## config.mk

```make
export PLATFORM = sky130hd
export DESIGN_NAME = store_buffer_flat
export DESIGN_NICKNAME = d
export VERILOG_FILES = /design/src/rtl/store_buffer_if.sv /design/src/rtl/store_buffer.sv /design/src/flat_wrapper.sv
export SDC_FILE = /design/constraint.sdc
export NUM_CORES = 1
export LEC_CHECK = 0
export CAP_MARGIN = 10
export CORE_MARGIN = 2
export CORE_UTILIZATION = 40
export CTS_CLUSTER_DIAMETER = 150
export DETAILED_ROUTE_END_ITERATION = 10
export SLEW_MARGIN = 0
export SYNTH_ARGS = -nofsm -noshare
export SYNTH_HDL_FRONTEND = slang
export SYNTH_SLANG_ARGS = --single-unit
```

## constraint.sdc

```tcl
create_clock -name clk -period 5.8 [get_ports clk]
set_input_delay 0.58 -clock clk [delete_from_list [all_inputs] [get_ports clk]]
set_output_delay 0.58 -clock clk [all_outputs]
set_load 0.01 [all_outputs]
```

## src/rtl/store_buffer_if.sv

```systemverilog
// Store buffer bus: store-select request, data-memory write port, and load-forwarding lookup.
interface store_buffer_if #(
  parameter int DEPTH = 4
);
  localparam int CW = $clog2(DEPTH) + 1;

  logic          in_valid;
  logic          in_ready;
  logic [31:0]   in_addr;
  logic [3:0]    in_we;
  logic [31:0]   in_din;

  logic          mem_valid;
  logic          mem_ready;
  logic [31:0]   mem_addr;
  logic [3:0]    mem_we;
  logic [31:0]   mem_din;

  logic [31:0]   ld_addr;
  logic [31:0]   ld_data;
  logic [3:0]    ld_mask;

  logic [CW-1:0] count;

  modport master (
    output in_valid, in_addr, in_we, in_din, mem_ready, ld_addr,
    input  in_ready, mem_valid, mem_addr, mem_we, mem_din, ld_data, ld_mask, count
  );

  modport slave (
    input  in_valid, in_addr, in_we, in_din, mem_ready, ld_addr,
    output in_ready, mem_valid, mem_addr, mem_we, mem_din, ld_data, ld_mask, count
  );
endinterface

```

## src/rtl/store_buffer.sv

```systemverilog
// Circular store buffer with newest-entry write merging and per-byte load forwarding.
module store_buffer #(
  parameter int DEPTH = 4
) (
  input logic           clk,
  input logic           rst,
  store_buffer_if.slave bus
);
  localparam int PW = $clog2(DEPTH);
  localparam int CW = PW + 1;

  logic [29:0]   addr_q [DEPTH];
  logic [3:0]    we_q   [DEPTH];
  logic [31:0]   data_q [DEPTH];

  logic [PW-1:0] head_q, tail_q, newest;
  logic [CW-1:0] count_q;
  logic          empty, full, pop, accept, merge, alloc;

  logic [PW-1:0] fwd_idx;
  logic [3:0]    fwd_mask;
  logic [31:0]   fwd_data;
  logic          unused_low_bits;

  assign unused_low_bits = ^{bus.in_addr[1:0], bus.ld_addr[1:0]};

  always_comb begin
    empty  = (count_q == '0);
    full   = (count_q == CW'(DEPTH));
    newest = tail_q - PW'(1);
    pop    = !empty && bus.mem_ready;
    accept = bus.in_valid && !full && (bus.in_we != '0);
    // With a single entry the newest is the head; merging into it while it pops would lose the bytes.
    merge  = accept && !empty && (addr_q[newest] == bus.in_addr[31:2])
             && !(pop && (count_q == CW'(1)));
    alloc  = accept && !merge;
  end

  always_ff @(posedge clk or negedge rst) begin
    if (!rst) begin
      head_q  <= '0;
      tail_q  <= '0;
      count_q <= '0;
    end else begin
      if (pop)   head_q <= head_q + PW'(1);
      if (alloc) tail_q <= tail_q + PW'(1);
      case ({alloc, pop})
        2'b10:   count_q <= count_q + CW'(1);
        2'b01:   count_q <= count_q - CW'(1);
        default: count_q <= count_q;
      endcase
    end
  end

  // Entry payload is not reset; every consumer is qualified by count.
  always_ff @(posedge clk) begin
    if (alloc) begin
      addr_q[tail_q] <= bus.in_addr[31:2];
      we_q[tail_q]   <= bus.in_we;
      data_q[tail_q] <= bus.in_din;
    end else if (merge) begin
      for (int unsigned i = 0; i < 4; i++) begin
        if (bus.in_we[i]) begin
          we_q[newest][i]         <= 1'b1;
          data_q[newest][8*i +: 8] <= bus.in_din[8*i +: 8];
        end
      end
    end
  end

  // Walk oldest to youngest so younger matches overwrite older bytes.
  always_comb begin
    fwd_idx  = '0;
    fwd_mask = '0;
    fwd_data = '0;
    for (int unsigned j = 0; j < DEPTH; j++) begin
      fwd_idx = head_q + PW'(j);
      if ((CW'(j) < count_q) && (addr_q[fwd_idx] == bus.ld_addr[31:2])) begin
        for (int unsigned i = 0; i < 4; i++) begin
          if (we_q[fwd_idx][i]) begin
            fwd_mask[i]          = 1'b1;
            fwd_data[8*i +: 8]   = data_q[fwd_idx][8*i +: 8];
          end
        end
      end
    end
  end

  always_comb begin
    bus.in_ready  = !full;
    bus.mem_valid = !empty;
    bus.mem_addr  = empty ? '0 : {addr_q[head_q], 2'b00};
    bus.mem_we    = empty ? '0 : we_q[head_q];
    bus.mem_din   = empty ? '0 : data_q[head_q];
    bus.ld_mask   = fwd_mask;
    bus.ld_data   = fwd_data;
    bus.count     = count_q;
  end
endmodule

```

## src/flat_wrapper.sv

```systemverilog
// flat-port wrapper written by rule: the top's interface ports become plain ports
module store_buffer_flat 
#(
  parameter int DEPTH = 4
)
  (clk, rst, bus_in_valid, bus_in_addr, bus_in_we, bus_in_din, bus_mem_ready, bus_ld_addr, bus_in_ready, bus_mem_valid, bus_mem_addr, bus_mem_we, bus_mem_din, bus_ld_data, bus_ld_mask, bus_count);
  store_buffer_if #(.DEPTH(DEPTH)) bus_i ();
  input logic clk;
  input logic rst;
  input wire logic [$bits(bus_i.in_valid)-1:0] bus_in_valid;
  input wire logic [$bits(bus_i.in_addr)-1:0] bus_in_addr;
  input wire logic [$bits(bus_i.in_we)-1:0] bus_in_we;
  input wire logic [$bits(bus_i.in_din)-1:0] bus_in_din;
  input wire logic [$bits(bus_i.mem_ready)-1:0] bus_mem_ready;
  input wire logic [$bits(bus_i.ld_addr)-1:0] bus_ld_addr;
  output wire logic [$bits(bus_i.in_ready)-1:0] bus_in_ready;
  output wire logic [$bits(bus_i.mem_valid)-1:0] bus_mem_valid;
  output wire logic [$bits(bus_i.mem_addr)-1:0] bus_mem_addr;
  output wire logic [$bits(bus_i.mem_we)-1:0] bus_mem_we;
  output wire logic [$bits(bus_i.mem_din)-1:0] bus_mem_din;
  output wire logic [$bits(bus_i.ld_data)-1:0] bus_ld_data;
  output wire logic [$bits(bus_i.ld_mask)-1:0] bus_ld_mask;
  output wire logic [$bits(bus_i.count)-1:0] bus_count;
  assign bus_i.in_valid = bus_in_valid;
  assign bus_i.in_addr = bus_in_addr;
  assign bus_i.in_we = bus_in_we;
  assign bus_i.in_din = bus_in_din;
  assign bus_i.mem_ready = bus_mem_ready;
  assign bus_i.ld_addr = bus_ld_addr;
  assign bus_in_ready = bus_i.in_ready;
  assign bus_mem_valid = bus_i.mem_valid;
  assign bus_mem_addr = bus_i.mem_addr;
  assign bus_mem_we = bus_i.mem_we;
  assign bus_mem_din = bus_i.mem_din;
  assign bus_ld_data = bus_i.ld_data;
  assign bus_ld_mask = bus_i.ld_mask;
  assign bus_count = bus_i.count;
  store_buffer #(.DEPTH(DEPTH)) u_core (.clk(clk), .rst(rst), .bus(bus_i));
endmodule
```

Word-level counts from Yosys, hierarchy flattened:

Memories as Yosys holds them, arrays and structs flattened.
Cells that the tools add are included.

* bits of input ports: 104
* memory bits (writable): 264
* register bits: 7
* memories kept: 3
* word-level logic and storage cells: 115
* output and inout port bits: 109

Memory list
* u_core.data_q: words 4, width 32, rd ports 4, clocked after memory_dff 0, wr ports 1, RTL line store_buffer.sv:14 `logic [31:0] data_q [DEPTH];`
* u_core.addr_q: words 4, width 30, rd ports 5, clocked after memory_dff 0, wr ports 1, RTL line store_buffer.sv:12 `logic [29:0] addr_q [DEPTH];`
* u_core.we_q: words 4, width 4, rd ports 4, clocked after memory_dff 0, wr ports 1, RTL line store_buffer.sv:13 `logic [3:0] we_q [DEPTH];`

* order comparisons: 4
* mux-type cells: 68
* equality and inequality tests: 9
* add/sub/neg operators: 7
* reduce and logical (&&, ||, !) cells: 21

Operators with widths (count)
* two-way mux 32 bit: 7
* equality test 30 bit: 5
* two-way mux 8 bit: 16
* two-way mux 1 bit: 34
* two-way mux 4 bit: 8
* OR reduction 32 bit: 1
* logical AND 1 bit: 12
* less-than comparator 1 x 3 -> 1 bit, first input constant: 2
* less-than comparator 2 x 3 -> 1 bit, first input constant: 2
* one-hot mux 3 bit (2 select lines): 1
* adder 2 x 1 -> 2 bit, second input constant: 2
* adder 2 bit, second input constant: 2
* zero test 1 bit: 4
* two-way mux 2 bit: 2
* nonzero test 4 bit: 1
* OR reduction 4 bit: 1
* adder 3 x 1 -> 3 bit, second input constant: 1
* equality test 3 x 1 -> 1 bit, second input constant: 1
* equality test 3 bit, second input constant: 1
* zero test 3 bit: 1
* subtractor 3 x 1 -> 3 bit, second input constant: 1
* equality test 2 x 1 -> 1 bit, second input constant: 1
* equality test 2 bit, second input constant: 1
* nonzero test 2 bit: 1
* subtractor 2 x 1 -> 2 bit, second input constant: 1

Longest topological paths before layout:

Gate-level depths: netlist (run 1).

* depth in word-level cells: 13
* gate-level depth with buffers: 19
* mapped depth without buffers: 14

Worst setup path after synthesis (run 1):

OpenSTA, ideal clock, no wires.

* kind: reg-to-reg
* from: register u_core.tail_q[0]
* to: memory u_core.data_q[3][0] (enable)
* arrival time: 4141 ps
* slack: 1281 ps
* buffers on the path: 5
* setup time: 377 ps
* cell stages (with the launch flop): 16
* path through: dfrtp_1 > clkbuf_1 > clkbuf_1 > inv_1 > ha_1 > clkbuf_1 > clkbuf_1 > mux4_2 > xnor2_1 > nand4_1 > nor4_1 > nand4_1 > clkbuf_1 > nor2_1 > nand2_1 > o2bb2ai_1

* word-level cells in the longest chain between the ends: 11
* elaborated cells on any way between the ends: 24

RTL lines
* start, declared: RTL line store_buffer.sv:16 `logic [PW-1:0] head_q, tail_q, newest;`
* start signal, assigned: RTL line store_buffer.sv:46 `if (alloc) tail_q <= tail_q + PW'(1);`
* subtractor 2 x 1 -> 2 bit *: RTL line store_buffer.sv:30 `newest = tail_q - PW'(1);`
* named net u_core.newest[0]: RTL line store_buffer.sv:16
* memory read (4 x 30 bit)
* equality test 30 bit: RTL line store_buffer.sv:34 `merge = accept && !empty && (addr_q[newest] == bus.in_addr[31:2])`
* logical AND 1 bit: RTL line store_buffer.sv:34
* logical AND 1 bit: RTL line store_buffer.sv:35 `&& !(pop && (count_q == CW'(1)));`
* zero test 1 bit: RTL line store_buffer.sv:36 `alloc = accept && !merge;`
* logical AND 1 bit: RTL line store_buffer.sv:36
* two-way mux 1 bit: RTL line store_buffer.sv:57 `if (alloc) begin`
* two-way mux 1 bit (implied by the code): RTL line store_buffer.sv:65 `data_q[newest][8*i +: 8] <= bus.in_din[8*i +: 8];`
* OR reduction 32 bit (no source line)
* two-way mux 2 bit (no source line) or two-way mux 4 bit (tied branches)
* end, declared: RTL line store_buffer.sv:14

Mark *: on every way through the listed nets, which the timed path passes. The rest lies on a longest branch.

Worst setup path in the final report (run 1):

* from: register u_core.head_q[1]
* to: output bus_ld_data[23]

* word-level cells in the longest chain between the ends: 10
* elaborated cells on any way between the ends: 22

RTL lines
* start, declared: RTL line store_buffer.sv:16
* start signal, assigned: RTL line store_buffer.sv:45 `if (pop) head_q <= head_q + PW'(1);`
* parallel branches: the longest is 9 deep, another holds memory read (4 x 30 bit)
* two-way mux 32 bit *: RTL line store_buffer.sv:78 `if ((CW'(j) < count_q) && (addr_q[fwd_idx] == bus.ld_addr[31:2])) begin`
* end, declared: RTL line flat_wrapper.sv:21 `output wire logic [$bits(bus_i.ld_data)-1:0] bus_ld_data;`

Every way passes the cells marked *.

==> results.md, run 1 <==
- Hold Crit Class: in -> async
- Vias per cell: 6.14
- Final non-filler cell total: 2693
- Ports: 213
- Final #Nets: 2114
- Fillcell total: around 4400
- Combinational family with the most area after synthesis: multiplexers
- Rows: 81
- Seq/Total Area, Yosys: 0.411
- Period utilization: 0.997
- CTS max path bufs: 3
- Initial core utilization: 0.404
- Placer Congestion: 0.992
- Power share of the clock group: 0.153
- Post-route DRC: 0
- Initial antenna violation count: 0
- Switch share: 0.433
- Post-Synth Adder-Cell Area: 0.00571
- Post-synthesis simple-gate area fraction: 0.126
- Port Buffers: between 200 and 250
- Layout cells sized above 1: 0.169
- Largest net degree at the start of global routing: 89
- Area fraction in compound gates after synthesis: 0.136
- Synthesized flop and latch total: 271
- Height of the die: 226 um
- EDFF count, synth: around 260
- Iteration count of the initial detailed-routing pass: 6
- Root buf cell: clkbuf_16
- Seq pwr share: 0.215
- Area added between synthesis and finish: 21.8%
- Max-Slew Margin vs Limit: 0.145
- Clock slew at reported path FFs: 0.06 ns
- Post-DP HPWL: 51.1 mm
- Leak: 8.54 nW
- GRT Total Usage: 0.272
- Die Area: between 50000 and 60000 um2
- Switching power: 5.71 mW
- Mux cell area share after synthesis: 0.215
- Final ANT Viol Nets: 0
- Xor/xnor share of the synthesized area: 0.0609
- Syn Inst Count: 1810
- Yosys warns: 0
- Status: finished, final reports clean
- Mean Syn Cell Area: 10.9 um2
- VDD IR max: 0.312 mV
- CTS tree: built
- Core ar.: 48700 um2
- Crit. End Element: output port
- H-Tree Depth: 2
- Post-synth cell types: 80
- Worst-Skew Late Latency: 0.55 ns
- Grt ovf: 0
- Req. time, crit path: between 5 and 6 ns
- Comb power frac: 0.632
- Number of global-route vias before repair: 16200
- Cell Area, Synth: 19700 um2
- Ys async rst share: 0.0258
- Final setup vio count: 0
- Num CTS Buffers: 34
- First-iteration detailed-routing DRC count: between 1000 and 1500
- Most common cell after layout, fill and taps aside: edfxtp_1
- Arr. time, crit path: 5.20 ns
- Tmin final: about 5.8 ns
- Most frequent cells in the layout: edfxtp_1, clkdlybuf4s50_1, mux2i_1
- Clk sinks: about 270
- Placed cell count: 2620
- Hold_ws: 0.299 ns
- Final Hold Vio Count: 0
- CP Launch Type: flop
- Overall routed net length: roughly 70 mm
- Die outline width: approximately 230 um
- Routed vias: 16500
- CTS Hold Bufs: 0
- Max-cap violations: 0
- Crit path kind: reg -> out
- Slew of the pin with the lowest slew margin: 1.28 ns
- Worst-path fanout max: 24
- Drt wl/cell: 26.2 um
- P per Cell Area: 549 nW/um2
- Top_reg_cell synth: edfxtp_1
- Internal: approximately 7.5 mW
- Global-route wire length before repair: 103 mm
- Slew Limit Fails: 0
- Clk_skew: 0.0209 ns
- Achievable frequency: 0.173 GHz
==> registers in the layout, summed over array words and instances (netlist names) <==
register          cells
u_core.addr_q       120
u_core.data_q       128
u_core.we_q          16
u_core.bus.count      3
u_core.head_q         2
u_core.tail_q         2
==> synth_stat cells (all sizes together) (35+ instances only) <==
cell | number | area share
edfxtp | 264 | 0.40
mux2i | 198 | 0.10
o21ai | 118 | 0.030
nand2 | 110 | 0.021
nor2 | 98 | 0.019
xnor2 | 98 | 0.044
mux2 | 95 | 0.054
buf | 80 | 0.027
clkbuf | 75 | 0.014
nor3 | 63 | 0.017
mux4 | 52 | 0.059
and3 | 40 | 0.013
nand3 | 39 | 0.0099
xor2 | 39 | 0.017
o21a | 35 | 0.013
==> cell type report <==
type                       instances  area, um2  area share
antenna                            2       5.00    0.000209
clock buffer                      38        866      0.0361
clock inverter                    24        179     0.00745
inverter                          21       81.3     0.00339
multi-input combinational       1364      10900       0.453
sequential                       271       8110       0.338
tap                              664        831      0.0346
timing repair buffer             309       3050       0.127
==> worst max-delay path: stages (launching register included) <==
cell and delay (ns):
dfrtp_4 0.55, buf_16 0.23, buf_4 0.24, mux4_2 0.33
xor2_1 0.20, nor4_1 0.59, o21ai_2 0.34, a211oi_1 0.35
nand4_1 0.24, o21a_1 0.26, o41ai_1 0.62, clkdlybuf4s50_1 0.66
==> path summary, 6_finish.rpt <==
check                      slack (ns)              endpoint             start  cells after the start
setup reg to reg                 0.61  u_core.data_q[1][17]  u_core.tail_q[1]                     13
max in group asynchronous        5.20      u_core.head_q[1]               rst                      1
hold reg to reg                  0.64      u_core.tail_q[0]  u_core.tail_q[0]                      2
hold / removal                   0.30   u_core.bus.count[2]               rst                      1
min in group clk                 0.64      u_core.tail_q[0]  u_core.tail_q[0]                      2
setup / recovery                 0.02       bus_ld_data[23]  u_core.head_q[1]                     11
==> logic make-up (layout without fill, tap and decap cells) <==
group                    Yosys count  count (layout)
AND/OR/NAND/NOR                  478             478
flip-flops                       271             271
buffers and inverters            176             392
adder cells (fa/ha/maj)            9               9
other                              1               4
multiplexers                     345             345
AO/OA/AOI/OAI                    393             393
XOR/XNOR                         137             137
==> power groups by stage <==
stage	sequential, mW	combinational, mW	clock, mW
CTS	2.84	8.10	2.05
floorplan	2.75	5.19	0
global route	2.87	8.83	2.12
detailed placement	2.89	8.00	0
finish	2.83	8.34	2.02
global placement	2.87	7.95	0
==> per-stage QoR <==
stage | area, um2 | total power [mW] | setup TNS (ns) | util | setup WS, ns
CTS | 23700 | 13.0 | 0 | 0.487 | 0.000911
global route | 24000 | 13.8 | -0.00487 | 0.492 | -0.00487
global placement | 22600 | 10.8 | 0 | 0.464 | 0.451
finish | 24000 | 13.2 | 0 | 0.492 | 0.0196
detailed placement | 22600 | 10.9 | 0 | 0.464 | 0.395
floorplan | 19700 | 7.94 | 0 | - | 1.28
==> timing repair <==
action / in CTS / in global routing
pin swaps: 0 / 2
buffers inserted: 1 / 5
setup endpoints to repair: 32 / 32
gates resized for setup: 8 / 28
cloned: 0 / 2
==> layer usage <==
layer	wire length (um)	track usage	up-vias	share of wire
met3	4700	0.0432	146	0.067
li1	-	-	7402	-
met5	0	0	-	0
met2	33700	0.457	705	0.48
met1	29300	0.354	8291	0.42
met4	2760	0.102	0	0.039
(Power assumes the default switching activity.)
==> inputs of run 2 (changes only) <==
--- a/config.mk
+++ b/config.mk
@@ -10,7 +10,7 @@
 export CORE_UTILIZATION = 40
 export CTS_CLUSTER_DIAMETER = 150
 export DETAILED_ROUTE_END_ITERATION = 10
-export SLEW_MARGIN = 0
+export SLEW_MARGIN = 10
 export SYNTH_ARGS = -nofsm -noshare
 export SYNTH_HDL_FRONTEND = slang
 export SYNTH_SLANG_ARGS = --single-unit
==> run 2 against run 1 <==
Sequential power barely moved. Sequential share of layout area did not move. Clock skew rose by 0.00075 ns. Register-to-register slack improved by 0.03 ns. Final cell count did not move. Cell area did not move. Non-clock buffer count did not move. Die area did not move. First-iteration DRC count rose by 0.21%. Wire length barely moved.
==> results.md, run 2 (synthesis results as in run 1) <==
- Status: finished, final reports clean
- Hold Crit Class: in -> async
- Max-cap violations: 0
- Crit-path cells: buf_16, buf_4, mux4_2, xor2_1, nor4_1, o21ai_2, a211oi_1, nand4_1, o21a_1, o41ai_1, clkdlybuf4s50_1
- Initial antenna violation count: 0
- Largest net degree at the start of global routing: 89
- Initial core utilization: 0.404
- Height of the die: 226 um
- Crit path kind: reg -> out
- Drt wl/cell: 26.2 um
- Overall routed net length: ~71 mm
- CTS Hold Bufs: 0
- Tmin final: 5.77 ns
- Req. time, crit path: 5.22 ns
- CTS tree: built
- Post-route DRC: 0
- P per Cell Area: approximately 550 nW/um2
- Largest reg by FF count: u_core.data_q
- Switching power: 5.71 mW
- Final #Nets: 2114
- CTS max path bufs: 3
- Vias per cell: just over 6
- Slew of the pin with the lowest slew margin: 1.28 ns
- Seq pwr share: 0.215
- Port Buffers: 206
- Layout cells sized above 1: 0.169
- Die outline width: about 230 um
- Routed vias: about 17000
- Max FFs per register: 128
- Slowest CP cell: clkdlybuf4s50_1
- Core ar.: 48700 um2
- FF-to-FF Start: u_core.tail_q[1]
- Post-DP HPWL: 51.1 mm
- Worst-Skew Late Latency: 0.55 ns
- Slew Limit Fails: 0
- Leak: between 8 and 9 nW
- Achievable frequency: 0.173 GHz
- Internal: 7.48 mW
- Most common cell after layout, fill and taps aside: edfxtp_1
- TNS Setup: 0 ns
- Grt ovf: 0
- GRT Total Usage: 0.272
- Area added between synthesis and finish: 21.8%
- Rows: 81
- CP Launch Type: flop
- Worst-path fanout max: 24
- Fillcell total: 4427
- Critical Path Max Stage Delay: ~0.66 ns
- Number of global-route vias before repair: 16200
- H-Tree Depth: 2
- Total power: 13.2 mW
- Clk_skew: roughly 0.022 ns
- Num CTS Buffers: 34
- FF/Latch Area: 8110 um2
- Clock slew at reported path FFs: 0.06 ns
- Reg-to-reg endpoint: u_core.data_q[1][17]
- Final setup vio count: 0
- Placer Congestion: 0.992
- Power share of the clock group: 0.153
- Final Hold Vio Count: 0
- CP top delay family: compound AO/OA/AOI/OAI gates
- Regs by FF count: u_core.data_q (128), u_core.addr_q (120), u_core.we_q (16)
- Most frequent cells in the layout: edfxtp_1, clkdlybuf4s50_1, mux2i_1
- Clk sinks: about 270
- Switch share: 0.433
- Worst path buffer plus inverter count: 3
- R2r setup slk: 0.64 ns
- First-iteration detailed-routing DRC count: 1442
- Global-route wire length before repair: between 100 and 150 mm
- Comb power frac: 0.632
- Root buf cell: clkbuf_16
- VDD IR max: 0.313 mV
- Crit. End Element: output port
- Iteration count of the initial detailed-routing pass: 6
- R2R cell count: 13
- Final ANT Viol Nets: 0
- Period utilization: 0.994
- Ports: around 210
- Arr. time, crit path: 5.19 ns
- Max-Slew Margin vs Limit: 0.147
- Die Area: 51100 um2
- Footprint of the multi-input gates: 10900 um2
-- run 2: cell counts in the layout (fill, tap and decap cells not counted) --
Identical to the previous run, type by type.
-- run 2: timing repair --
action	4_1_cts	5_1_grt
endpoints found under the hold margin	0	0
resized for setup	8	28
endpoints found under the setup margin	32	32
pin swaps	0	2
buffers inserted	1	5
gates cloned	0	2
-- run 2: cell type report --
class	instances	area share
clock inverter	24	0.00745
sequential	271	0.338
clock buffer	38	0.0361
antenna	2	0.000209
inverter	21	0.00339
tap	664	0.0346
multi-input combinational	1364	0.453
timing repair buffer	309	0.127
-- run 2: layer usage --
layer / wire length [um] / global-route usage / share of wire / up-vias
met4: 2650 / 0.102 / 0.038 / 0
met5: 0 / 0 / 0 / -
met2: 33800 / 0.457 / 0.48 / 728
met1: 29300 / 0.354 / 0.41 / 8323
li1: - / - / - / 7402
met3: 4830 / 0.0432 / 0.069 / 141
-- run 2: power groups by stage --
stage | Combinational [mW] | Sequential, mW | Clock (mW)
2_1_floorplan | 5.19 | 2.75 | 0
3_3_place_gp | 7.95 | 2.87 | 0
3_5_place_dp | 8.00 | 2.89 | 0
4_1_cts | 8.10 | 2.84 | 2.05
5_1_grt | 8.83 | 2.87 | 2.12
6_report | 8.34 | 2.83 | 2.02
-- run 2: worst max-delay path by stage --
stage / from / end / slack [ns] / cells past startpoint
after floorplan: u_core.tail_q[0] / u_core.data_q[3][0] / 1.28 / 15
after global placement: u_core.head_q[0] / bus_ld_data[14] / 0.45 / 12
after detailed placement: u_core.head_q[0] / bus_ld_data[15] / 0.39 / 12
after CTS: u_core.head_q[0] / bus_ld_data[5] / 0.0009 / 13
after global routing: u_core.head_q[1] / bus_ld_data[31] / -0.005 / 14
final: u_core.head_q[1] / bus_ld_data[23] / 0.03 / 11
-- run 2: worst register-to-register path, stage by stage, from the launching register on --
cell,delay [ns]
dfrtp_1,0.55
inv_1,0.17
ha_1,0.45
buf_4,0.40
mux4_2,0.39
xor2_1,0.17
nor4_1,0.59
nand3_1,0.25
nor2_1,0.21
nand4_1,0.14
buf_4,0.24
nor2_1,0.14
nand2_1,0.13
o21bai_1,0.94
-- run 2: stage by stage --
| step | cell area, um2 | instances | hold WS (ns) | setup slack (ns) | utilization |
|---|---|---|---|---|---|
| after floorplan | 19700 | 1811 | 0.284 | 1.28 | - |
| after global placement | 22600 | 2620 | 0.622 | 0.451 | 0.464 |
| after detailed placement | 22600 | 2620 | 0.627 | 0.395 | 0.464 |
| after CTS | 23700 | 2683 | 0.294 | 0.000911 | 0.487 |
| after global routing | 24000 | 2691 | 0.318 | -0.00487 | 0.492 |
| final | 24000 | 2693 | 0.295 | 0.0331 | 0.492 |
==> inputs of run 3 (changes only) <==
--- a/config.mk
+++ b/config.mk
@@ -6,7 +6,7 @@
 export NUM_CORES = 1
 export LEC_CHECK = 0
 export CAP_MARGIN = 10
-export CORE_MARGIN = 2
+export CORE_MARGIN = 5
 export CORE_UTILIZATION = 40
 export CTS_CLUSTER_DIAMETER = 150
 export DETAILED_ROUTE_END_ITERATION = 10
==> run 3 against run 2 <==
Utilization decreased by 0.24 points. Maximum frequency increased by 1.2%. Final cell count decreased by 0.45%. Critical path depth increased by 1. Cell area decreased by 0.28%. Wire length about the same. Largest power group unchanged. Highest routed layer unchanged.
==> results.md, run 3 (synthesis results as in run 1) <==
- Core ar.: 48800 um2
- Slew Limit Fails: 0
- Max FFs per register: 128
- Final #Nets: 2106
- Post-DP HPWL: 51.4 mm
- VDD IR max: 0.362 mV
- Initial antenna violation count: 0
- Crit path kind: reg -> out
- First-iteration detailed-routing DRC count: 1656
- Max-cap violations: 0
- Core Util, Final: 0.490
- Rows: 81
- Number of global-route vias before repair: between 15000 and 20000
- Largest reg by FF count: u_core.data_q
- Worst-path fanout max: 33
- Routed vias: roughly 17000
- Die outline width: 232 um
- Final worst slack: 0.103 ns
- GRT Total Usage: 0.251
- Initial core utilization: 0.403
- Power share of the clock group: 0.170
- Regs by FF count: u_core.data_q (128), u_core.addr_q (120), u_core.we_q (16)
- Final setup vio count: 0
- Root buf cell: clkbuf_16
- Achievable frequency: between 0.15 and 0.2 GHz
- R2R cell count: 11
- R2r setup slk: 0.75 ns
- Arr. time, crit path: 5.12 ns
- Num CTS Buffers: 34
- P per Cell Area: 556 nW/um2
- Status: finished, final reports clean
- Seq pwr share: 0.216
- Worst-Skew Late Latency: 0.57 ns
- Largest net degree at the start of global routing: 105
- FF-to-FF Start: u_core.tail_q[1]
- TNS Setup: 0 ns
- Req. time, crit path: 5.22 ns
- Slew of the pin with the lowest slew margin: 1.12 ns
- H-Tree Depth: 2
- Placer Congestion: 1.00
- Clk sinks: 271
- Port Buffers: ~210
- Reg-to-reg endpoint: u_core.data_q[2][15]
- Vias per cell: 6.17
- Crit. End Element: output port
- Die Area: 53800 um2
- Clk_skew: 0.0257 ns
- CP Launch Type: flop
- CTS tree: built
- RSZ-0062 raised after global routing: false
- Layout cells sized above 1: 0.164
- Most frequent cells in the layout: edfxtp_1, clkdlybuf4s50_1, mux2i_1
- Leak: 8.53 nW
- Switch share: 0.426
- Total power: 13.3 mW
- Area added between synthesis and finish: 21.5%
- Hold Crit Class: in -> async
- Dpl ws: 0.415 ns
- Clock slew at reported path FFs: about 0.060 ns
- Height of the die: between 200 and 250 um
- Iteration count of the initial detailed-routing pass: 5
- Comb power frac: 0.614
- Ports: 213
- Period utilization: 0.982
- Drt wl/cell: between 20 and 30 um
- Most common cell after layout, fill and taps aside: edfxtp_1
- Final Hold Vio Count: 0
- Tmin final: 5.70 ns
- Final ANT Viol Nets: 0
- Grt ovf: 0
- Switching power: 5.67 mW
- Overall routed net length: 70.4 mm
- Global-route wire length before repair: just over 100 mm
- Internal: between 7 and 8 mW
- Post-route DRC: 0
- CTS max path bufs: 3
- Max-Slew Margin vs Limit: 0.252
run 3: changes by cell type in the layout (fill, tap and decap cells not counted), moves of 3 or more:
| cell | change |
|---|---|
| clkinv_2 | -4 |
| xor2_1 | +3 |
| bufinv_16 | +5 |
| buf_16 | -4 |
| xor2_2 | -3 |
| clkinv_1 | -7 |
| buf_4 | -3 |
run 3: how the worst max path moves through the flow:
stage          slack [ns]             start                  end
3_3_place_gp         0.42  u_core.head_q[1]      bus_ld_data[11]
5_1_grt              0.03  u_core.head_q[1]       bus_ld_data[4]
6_report             0.10  u_core.head_q[1]      bus_ld_data[11]
4_1_cts             0.003  u_core.head_q[0]       bus_ld_data[8]
2_1_floorplan        1.28  u_core.tail_q[0]  u_core.data_q[3][0]
3_5_place_dp         0.41  u_core.head_q[1]      bus_ld_data[11]
run 3: final cells by class:
cell class / instances / area [um2]
Antenna cell: 1 / 2.50
Clock buffer: 38 / 866
Clock inverter: 21 / 330
Fill cell: 4426 / 24900
Inverter: 21 / 81.3
Multi-Input combinational cell: 1364 / 10800
Sequential cell: 271 / 8110
Tap cell: 664 / 831
Timing Repair Buffer: 301 / 2870
run 3: stage by stage:
stage / instance area, um2 / cells / hold slack, ns
after floorplan: 19700 / 1811 / 0.284
after global placement: 22600 / 2613 / 0.615
after detailed placement: 22600 / 2613 / 0.626
after CTS: 23800 / 2672 / 0.272
after global routing: 23900 / 2680 / 0.302
final: 23900 / 2681 / 0.278
run 3: critical path, stage by stage (launching register included):
cell and delay (ns):
dfrtp_4 0.56, buf_12 0.27, mux2i_1 0.64, nor2_1 0.07, or3_1 0.36, a222oi_1 0.54
buf_4 0.23, and2_1 0.22, and4_2 0.43, nand3_1 0.11, a32o_1 0.25, a22oi_1 0.25
clkdlybuf4s50_1 0.61
run 3: what timing repair did:
action                     CTS  global route
hold endpoints to repair     0             0
hold buffers                 0             0
buffers inserted             0             7
gates resized for setup      4            20
pin swaps                    0             1
setup endpoints to repair    8            34
run 3: metal layers:
metal	global-route usage	vias to the layer above	part of all wire
met3	0.0422	159	0.078
met4	0.0932	0	0.040
met2	0.412	824	0.47
li1	-	7386	-
met1	0.336	8175	0.41
met5	0	-	0
run 3: power groups by stage:
stage          Clock (mW)  Sequential [mW]  Combinational, mW
2_1_floorplan           0             2.75               5.19
3_3_place_gp            0             2.89               7.92
3_5_place_dp            0             2.91               7.99
4_1_cts              2.31             2.88               8.04
5_1_grt              2.39             2.91               8.69
6_report             2.27             2.87               8.18
==> edit (settings of run 1) <==
`DEPTH` is set to 4 in 3 places; all go to 2.
--- a/src/rtl/store_buffer_if.sv
+++ b/src/rtl/store_buffer_if.sv
@@ -1,6 +1,6 @@
 // Store buffer bus: store-select request, data-memory write port, and load-forwarding lookup.
 interface store_buffer_if #(
-  parameter int DEPTH = 4
+  parameter int DEPTH = 2
 );
   localparam int CW = $clog2(DEPTH) + 1;
 
--- a/src/rtl/store_buffer.sv
+++ b/src/rtl/store_buffer.sv
@@ -1,6 +1,6 @@
 // Circular store buffer with newest-entry write merging and per-byte load forwarding.
 module store_buffer #(
-  parameter int DEPTH = 4
+  parameter int DEPTH = 2
 ) (
   input logic           clk,
   input logic           rst,
--- a/src/flat_wrapper.sv
+++ b/src/flat_wrapper.sv
@@ -1,7 +1,7 @@
 // flat-port wrapper written by rule: the top's interface ports become plain ports
 module store_buffer_flat 
 #(
-  parameter int DEPTH = 4
+  parameter int DEPTH = 2
 )
   (clk, rst, bus_in_valid, bus_in_addr, bus_in_we, bus_in_din, bus_mem_ready, bus_ld_addr, bus_in_ready, bus_mem_valid, bus_mem_addr, bus_mem_we, bus_mem_din, bus_ld_data, bus_ld_mask, bus_count);
   store_buffer_if #(.DEPTH(DEPTH)) bus_i ();
Interface: changed (resized bus_count); port bits go from 213 to 212. No check against the original RTL was run, so the function may have changed too.
==> edit against run 1 <==
- core utilization rose by 6.0 points
- first-iteration DRC count fell by 74%
- final area fell by 53%
- total power fell by 57%
- routed wire length fell by 67%
- worst setup slack improved by 380 ps
- area after synthesis fell by 57%
- count of clock-buffer cells in the layout fell by 19
- sequential cell count fell by 135
- critical path type unchanged
- largest cell class is now flip-flops and latches
==> edit: results (changes against run 1) <==
\begin{tabular}{lr}
\hline
Metric & Value \\
\hline
\multicolumn{2}{l}{\textbf{Outcome}} \\
\quad Outcome & completed \\
\multicolumn{2}{l}{\textbf{CTS}} \\
\quad \# H-tree levels & 4 (+2) \\
\quad Cts repair resizes & 0 (-8) \\
\multicolumn{2}{l}{\textbf{Power}} \\
\quad Clk pwr share & 19.8\% (+4.5 points) \\
\quad Comb pwr share & 52.2\% (-11 points) \\
\quad Power dissipated in sequential cells & 0.00159 W (-44\%) \\
\multicolumn{2}{l}{\textbf{Drt}} \\
\quad Met2 Routed Length & 11540 um (-66\%) \\
\multicolumn{2}{l}{\textbf{Place}} \\
\quad Weighted congestion at the end of routability-driven global placement & 0.8387 (-15\%) \\
\multicolumn{2}{l}{\textbf{GRT}} \\
\quad Met3 usage in global routing & 4.663\% (+0.34 points) \\
\quad Met1 Resource Use GR & 28.02\% (-7.4 points) \\
\multicolumn{2}{l}{\textbf{Timing}} \\
\quad Worst max-slew margin expressed relative to the limit & 27.80\% (+13 points) \\
\multicolumn{2}{l}{\textbf{Layout}} \\
\quad FILL cells & 1772 (-60\%) \\
\quad ANT cells & 1 (-1) \\
\quad Fraction of area in multi-input gates & 34.41\% (-11 points) \\
\quad Share of final layout cell area taken by non-clock buffers & 19.15\% (+6.4 points) \\
\multicolumn{2}{l}{\textbf{Setup path}} \\
\quad Slowest stage cell, crit path & sky130\_fd\_sc\_hd\_\_dfrtp\_4 \\
\quad Worst Setup SP & u\_core.head\_q \\
\quad Top fanout value on the critical path & 32 (+33\%) \\
\quad Source of the worst register-to-register timing path & u\_core.tail\_q \\
\quad CP peak stage delay & 790 ps (+130 ps) \\
\quad Largest delay contributor family on the critical path & simple AND/OR/NAND/NOR gates \\
\quad Worst setup path endpoint & bus\_ld\_data[21] \\
\multicolumn{2}{l}{\textbf{Logic synthesis}} \\
\quad Synthesized area per cell & 11.02 sq um (+1.2\%) \\
\quad Async set or reset register ratio after synthesis & 2.941\% (+0.36 points) \\
\quad Area contributors post-synth & sky130\_fd\_sc\_hd\_\_edfxtp\_1 (47\%), sky130\_fd\_sc\_hd\_\_mux2i\_1 (14\%), sky130\_fd\_sc\_hd\_\_xnor2\_1 (5.9\%) \\
\quad Mux cell area share after synthesis & 14.76\% (-6.7 points) \\
\hline
\end{tabular}
edit: cell types whose count changed after synthesis, moves of 35 or more:
| cell | before | now |
|---|---|---|
| sky130_fd_sc_hd__clkbuf_1 | 75 | 20 |
| sky130_fd_sc_hd__edfxtp_1 | 264 | 132 |
| sky130_fd_sc_hd__mux2_2 | 94 | 0 |
| sky130_fd_sc_hd__mux2i_1 | 197 | 118 |
| sky130_fd_sc_hd__mux4_2 | 52 | 0 |
| sky130_fd_sc_hd__nand2_1 | 110 | 12 |
| sky130_fd_sc_hd__nor3_1 | 62 | 9 |
| sky130_fd_sc_hd__o21a_1 | 35 | 0 |
| sky130_fd_sc_hd__o21ai_0 | 117 | 25 |
| sky130_fd_sc_hd__xnor2_1 | 98 | 56 |
edit: stage by stage:
step,hold WS [ps],util [%],instances
4_1_cts,365.9,55.23,1233
3_5_place_dp,573.9,52.22,1201
6_report,379.1,55.24,1234
3_3_place_gp,557.7,52.22,1201
5_1_grt,373.4,55.23,1233
2_1_floorplan,284.4,-,761
